[config.mk]
export PLATFORM = sky130hd
export DESIGN_NAME = fifo_access_sched
export DESIGN_NICKNAME = d
export VERILOG_FILES = /design/src/rtl/fifo_sched_pkg.sv /design/src/rtl/fifo_access_sched_tick_gen.sv /design/src/rtl/fifo_access_sched.sv
export SDC_FILE = /design/constraint.sdc
export NUM_CORES = 1
export LEC_CHECK = 0
export BUFFER_PORTS_ARGS = -buffer_cell sky130_fd_sc_hd__buf_2
export CAP_MARGIN = 20
export CORE_UTILIZATION = 47
export CTS_CLUSTER_SIZE = 24
export DETAILED_ROUTE_END_ITERATION = 6
export PLACE_DENSITY = 0.72
export RECOVER_POWER = 100
export SYNTH_ARGS = -nofsm -noshare
export SYNTH_HDL_FRONTEND = slang
export SYNTH_SLANG_ARGS = --single-unit
[constraint.sdc]
create_clock -name clk -period 1.81 [get_ports clk]
set_input_delay 0.0905 -clock clk [delete_from_list [all_inputs] [get_ports clk]]
set_output_delay 0.0905 -clock clk [all_outputs]
set_load 0.01 [all_outputs]
[src/rtl/fifo_sched_pkg.sv]
// Shared types and constants for the FIFO access scheduler.
// Read-handshake state encoding, default data width and stall-counter width.
package fifo_sched_pkg;

    localparam int unsigned WIDTH_DEF   = 4;
    localparam int unsigned STALL_CNT_W = 8;

    typedef enum logic [1:0] {
        IDLE,
        ISSUE,
        VALID
    } rd_state_e;

endpackage

[src/rtl/fifo_access_sched_tick_gen.sv]
// Free-running modulo-DIV counter; tick_o is high on the last count of each period.
// Replaces the divided write/read clocks of the original FIFO wrapper.
module tick_gen #(
    parameter int unsigned DIV = 4
) (
    input  logic clk_i,
    input  logic reset_i,
    output logic tick_o
);

    localparam int unsigned CW = (DIV > 1) ? $clog2(DIV) : 1;
    localparam logic [CW-1:0] LAST = CW'(DIV - 1);

    logic [CW-1:0] cnt_q;

    always_ff @(posedge clk_i) begin
        if (reset_i) begin
            cnt_q <= '0;
        end else if (cnt_q == LAST) begin
            cnt_q <= '0;
        end else begin
            cnt_q <= cnt_q + 1'b1;
        end
    end

    assign tick_o = (cnt_q == LAST);

endmodule

[src/rtl/fifo_access_sched.sv]
// Single-clock scheduler in front of the 4-bit FIFO: round-robin write port sharing
// between two producers and a req/valid/ack sequenced read path, both paced by tick enables.
module fifo_access_sched
    import fifo_sched_pkg::*;
#(
    parameter int unsigned WIDTH  = WIDTH_DEF,
    parameter int unsigned WR_DIV = 4,
    parameter int unsigned RD_DIV = 6
) (
    input  logic                   clk,
    input  logic                   reset,
    input  logic                   req0,
    input  logic [WIDTH-1:0]       data0,
    input  logic                   req1,
    input  logic [WIDTH-1:0]       data1,
    output logic                   gnt0,
    output logic                   gnt1,
    input  logic                   fifo_full,
    input  logic                   fifo_empty,
    output logic                   fifo_wr_en,
    output logic [WIDTH-1:0]       fifo_wdata,
    output logic                   fifo_rd_en,
    input  logic [WIDTH-1:0]       fifo_rdata,
    input  logic                   rd_req,
    output logic                   rd_valid,
    output logic [WIDTH-1:0]       rd_data,
    input  logic                   rd_ack,
    output logic [STALL_CNT_W-1:0] wr_stall_cnt
);

    logic wr_tick;
    logic rd_tick;

    tick_gen #(.DIV(WR_DIV)) u_wr_tick (
        .clk_i  (clk),
        .reset_i(reset),
        .tick_o (wr_tick)
    );

    tick_gen #(.DIV(RD_DIV)) u_rd_tick (
        .clk_i  (clk),
        .reset_i(reset),
        .tick_o (rd_tick)
    );

    // ---------------- write arbiter ----------------
    logic                   gnt0_q, gnt0_d;
    logic                   gnt1_q, gnt1_d;
    logic                   wr_en_q, wr_en_d;
    logic [WIDTH-1:0]       wdata_q, wdata_d;
    logic [STALL_CNT_W-1:0] stall_q, stall_d;
    logic                   last1_q, last1_d;  // 1: producer 1 won most recently
    logic                   eff0, eff1;

    // A producer whose grant is showing this cycle has not yet had a chance to drop req.
    assign eff0 = req0 & ~gnt0_q;
    assign eff1 = req1 & ~gnt1_q;

    always_comb begin
        gnt0_d  = 1'b0;
        gnt1_d  = 1'b0;
        wr_en_d = 1'b0;
        wdata_d = '0;
        stall_d = stall_q;
        last1_d = last1_q;
        if (wr_tick && (eff0 || eff1)) begin
            if (fifo_full) begin
                if (stall_q != '1) begin
                    stall_d = stall_q + 1'b1;
                end
            end else if (eff0 && (!eff1 || last1_q)) begin
                gnt0_d  = 1'b1;
                wr_en_d = 1'b1;
                wdata_d = data0;
                last1_d = 1'b0;
            end else begin
                gnt1_d  = 1'b1;
                wr_en_d = 1'b1;
                wdata_d = data1;
                last1_d = 1'b1;
            end
        end
    end

    always_ff @(posedge clk) begin
        if (reset) begin
            gnt0_q  <= 1'b0;
            gnt1_q  <= 1'b0;
            wr_en_q <= 1'b0;
            wdata_q <= '0;
            stall_q <= '0;
            last1_q <= 1'b1;
        end else begin
            gnt0_q  <= gnt0_d;
            gnt1_q  <= gnt1_d;
            wr_en_q <= wr_en_d;
            wdata_q <= wdata_d;
            stall_q <= stall_d;
            last1_q <= last1_d;
        end
    end

    // ---------------- read sequencer ----------------
    rd_state_e        rd_state_q;
    logic             rd_en_q;
    logic             rd_valid_q;
    logic [WIDTH-1:0] rd_data_q;

    always_ff @(posedge clk) begin
        if (reset) begin
            rd_state_q <= IDLE;
            rd_en_q    <= 1'b0;
            rd_valid_q <= 1'b0;
            rd_data_q  <= '0;
        end else begin
            case (rd_state_q)
                IDLE: begin
                    if (rd_tick && rd_req && !fifo_empty) begin
                        rd_state_q <= ISSUE;
                        rd_en_q    <= 1'b1;
                    end
                end
                ISSUE: begin
                    rd_en_q    <= 1'b0;
                    rd_data_q  <= fifo_rdata;
                    rd_valid_q <= 1'b1;
                    rd_state_q <= VALID;
                end
                VALID: begin
                    if (rd_ack) begin
                        rd_valid_q <= 1'b0;
                        rd_state_q <= IDLE;
                    end
                end
                default: begin
                    rd_en_q    <= 1'b0;
                    rd_valid_q <= 1'b0;
                    rd_state_q <= IDLE;
                end
            endcase
        end
    end

    assign gnt0         = gnt0_q;
    assign gnt1         = gnt1_q;
    assign fifo_wr_en   = wr_en_q;
    assign fifo_wdata   = wdata_q;
    assign wr_stall_cnt = stall_q;
    assign fifo_rd_en   = rd_en_q;
    assign rd_valid     = rd_valid_q;
    assign rd_data      = rd_data_q;

endmodule

==> qor.txt <==
Status: finished clean
Comb power frac: 7.0%
Distinct cell type count after synthesis: 35
Worst slew pin tran: 553 ps
Via density: 5.42
Seq pwr share: 50.7%
Hpwl dp: 1.71 mm
Clk_skew: 4.00 ps
Sw Pwr: 276 uW
WP data required: 2050 ps
Peak VDD IR: 0.707 mV
Root buffer cell: clkbuf_4
Initial antenna violation count: 0
H-tree depth: 2
Worst slew margin: 62.2%
RSZ-0062 raised after global routing: no
Via count: 1,078
Post-route ant nets: 0
CP Cell Sequence: ha_1, nand2_2, a21o_4, or4_1, a21oi_1
Period utilization: 91.0%
CTS tree: done
R2R cell count: 5
Hold_buf cts: 7
Final wirelength: 2.54 mm
Clock group share of total power: 42.3%
CTS Buf Count: 5
Number of cells on the worst hold path: 3
Worst skew pair latency: 320 ps
Post-CTS sizing: 0
Mapped Avg Cell Area: 9.99 sq um
DP Area: 1400 sq um
First-pass DRT Iterations: 4
Netlist Area Pre-Place: 1200 sq um
Internal: 1030 uW
Design Area, Final: 1540 sq um
Ports: 41
Die ar.: 2760 sq um
Pwr/cell area: 849 nW/um^2
CTS sink cnt: 29
Post-Syn Nets: 144
Max FO, Critical Path: 10
Fmax: 607 MHz
IO Port Bufs: 40
Post-Synthesis Cells: 120
Worst Path Arrival: 1890 ps
Setup crit end kind: flop
Height of the chip: 52.5 um
Minimum clock period: 1650 ps
Sequential share of the synthesized area: 48.4%
Synth-to-layout area growth: 28.2%
CP peak stage delay: 520 ps
Ys Warns: 0
DR WL/cell: 12.8 um
Nets@finish: 194
Final max-slew violation count: 0
Synth Register Bits: 29
Setup TNS: 0 ps
Grt peak-use layer: met2
CTS Buffer Depth: 2
Switching part of the total: 21.2%
Grt ovf: 0
Initial core utilization: 52.2%
Max Cap Viol: 0
Die X: 52.5 um
Vias in the first global route: 991
Pleak: 0.000563 uW
CP Launch Type: flop
WS Path Type: flop to flop
Setup Fix Bufs, Post-CTS: 0
GRT met2 Usage: 35.4%
Hold Crit Class: primary input to flop
Core region area: 2300 sq um
DRC viols: 0
Total track usage: 20.8%
ANT cells: 0
Endpoints failing setup: 0
DR iter-0 viols: 13
Layout cells sized above 1: 20.5%
Last weighted congestion value of the routability-driven placer: 0.769
Site Rows: 17
Clock transition at path regs: 90 ps
Largest net degree at the start of global routing: 26
First-pass GRT wire length: 4.16 mm
Global routing usage on met1: 23.8%
Met3 Use GR: 7.25%
Fin. Hold Viols: 0
CP max-delay cell: or4_1
kinds of logic after synthesis:
family,after synthesis,share of synthesized area (%)
adder cells (fa/ha/maj),4,4.18
flip-flops,29,48.4
buffers and inverters,8,3.76
multiplexers,5,4.18
AO/OA/AOI/OAI,29,16.7
AND/OR/NAND/NOR,45,22.8
cell usage after synthesis:
cell | number | area [sq um]
nor3b_1 | 2 | 15.0
nor4b_1 | 1 | 8.76
nand2b_1 | 2 | 12.5
nand4_1 | 1 | 6.26
inv_1 | 4 | 15.0
nand3_1 | 6 | 30.0
buf_6 | 2 | 22.5
nor2_1 | 13 | 48.8
or3_1 | 1 | 6.26
o31ai_1 | 3 | 22.5
o21ai_0 | 3 | 15.0
nand2_2 | 1 | 6.26
dfxtp_1 | 29 | 581
nand2_1 | 2 | 7.51
nand2b_4 | 2 | 27.5
or2_2 | 1 | 6.26
nor2b_1 | 3 | 18.8
a211o_1 | 1 | 8.76
o41ai_1 | 1 | 8.76
mux2i_1 | 5 | 50.1
a211oi_1 | 4 | 30.0
nor3_2 | 1 | 10.0
a21o_4 | 1 | 15.0
a2111oi_0 | 1 | 8.76
a31oi_1 | 1 | 6.26
clkbuf_1 | 2 | 7.51
nand4b_1 | 1 | 8.76
ha_1 | 4 | 50.1
nor3b_2 | 1 | 12.5
a22o_1 | 4 | 35.0
nor3_1 | 3 | 15.0
a21oi_1 | 10 | 50.1
and4b_1 | 1 | 10.0
or4_1 | 2 | 15.0
or3_2 | 1 | 7.51
metal layers:
layer  up-vias  wire length (um)
met2        31              1240
met5         -                 0
li1        538                 -
met3         6               117
met1       503              1140
met4         0                38
power groups by stage:
stage / sequential, uW / clock (uW) / combinational [uW]
floorplan: 675 / 0 / 50.0
global placement: 675 / 0 / 76.9
detailed placement: 676 / 0 / 79.7
CTS: 661 / 562 / 91.5
global route: 663 / 601 / 100
finish: 661 / 551 / 91.9
final timing paths:
check	slack (ps)	startpoint	endpoint
max	160	u_wr_tick.cnt_q[0]$_SDFF_PP0_	wr_stall_cnt[4]$_SDFFE_PP0P_
min	10	fifo_rdata[3]	rd_data[3]$_SDFFE_PP0P_
max reg2reg	160	u_wr_tick.cnt_q[0]$_SDFF_PP0_	wr_stall_cnt[4]$_SDFFE_PP0P_
min reg2reg	440	u_wr_tick.cnt_q[0]$_SDFF_PP0_	u_wr_tick.cnt_q[0]$_SDFF_PP0_
state kept, by name, summed over array words and instances, names as in the netlist:
signal	flops
wr_stall_cnt	8
fifo_wdata	4
rd_data	4
u_rd_tick.cnt_q	3
rd_state_q	2
u_wr_tick.cnt_q	2
fifo_rd_en	1
fifo_wr_en	1
gnt0	1
gnt1	1
last1_q	1
rd_valid	1
layout make-up:
type | count | area (sq um)
fillers | 194 | 761
flip-flops and latches | 29 | 581
multi-input cells | 83 | 573
repair buffers | 47 | 244
clock buffers | 6 | 51.3
clock inverters | 2 | 37.5
well taps | 28 | 35.0
inverters | 4 | 15.0
per-stage QoR:
step / power, uW / util [%] / hold WS (ps) / setup slack, ps / instances
floorplan: 725 / - / 216 / 330 / 120
global placement: 752 / 61.1 / 301 / 285 / 184
detailed placement: 756 / 61.1 / 309 / 200 / 184
CTS: 1320 / 68.0 / 2.02 / 173 / 199
global route: 1360 / 66.9 / 11.5 / 24.0 / 199
finish: 1300 / 66.9 / 10.7 / 164 / 199
critical path, delay by kind of cell (launching register included):
kind            cells  cell delay [ps]
flops               1              340
compound gates      2              400
fa+ha+maj           1              220
simple gates        2              610
cells in the final DEF (no fill, tap or decap), types with 2 or more instances in the layout:
| cell type | Yosys | final |
|---|---|---|
| dlygate4sd3_1 | 0 | 7 |
| nor2b_1 | 3 | 3 |
| o31ai_1 | 3 | 3 |
| clkbuf_4 | 0 | 5 |
| nand2_1 | 2 | 2 |
| o21ai_0 | 3 | 3 |
| nand2b_4 | 2 | 2 |
| a21oi_1 | 10 | 10 |
| a22o_1 | 4 | 4 |
| buf_2 | 0 | 19 |
| inv_1 | 4 | 4 |
| nor2_1 | 13 | 13 |
| or4_1 | 2 | 2 |
| dfxtp_1 | 29 | 29 |
| nor3b_1 | 2 | 2 |
| nor3_1 | 3 | 3 |
| a211oi_1 | 4 | 4 |
| mux2i_1 | 5 | 5 |
| nand3_1 | 6 | 6 |
| ha_1 | 4 | 4 |
| nand2b_1 | 2 | 2 |
| clkbuf_1 | 2 | 21 |
Note: power is estimated with default switching activity, not from simulation.
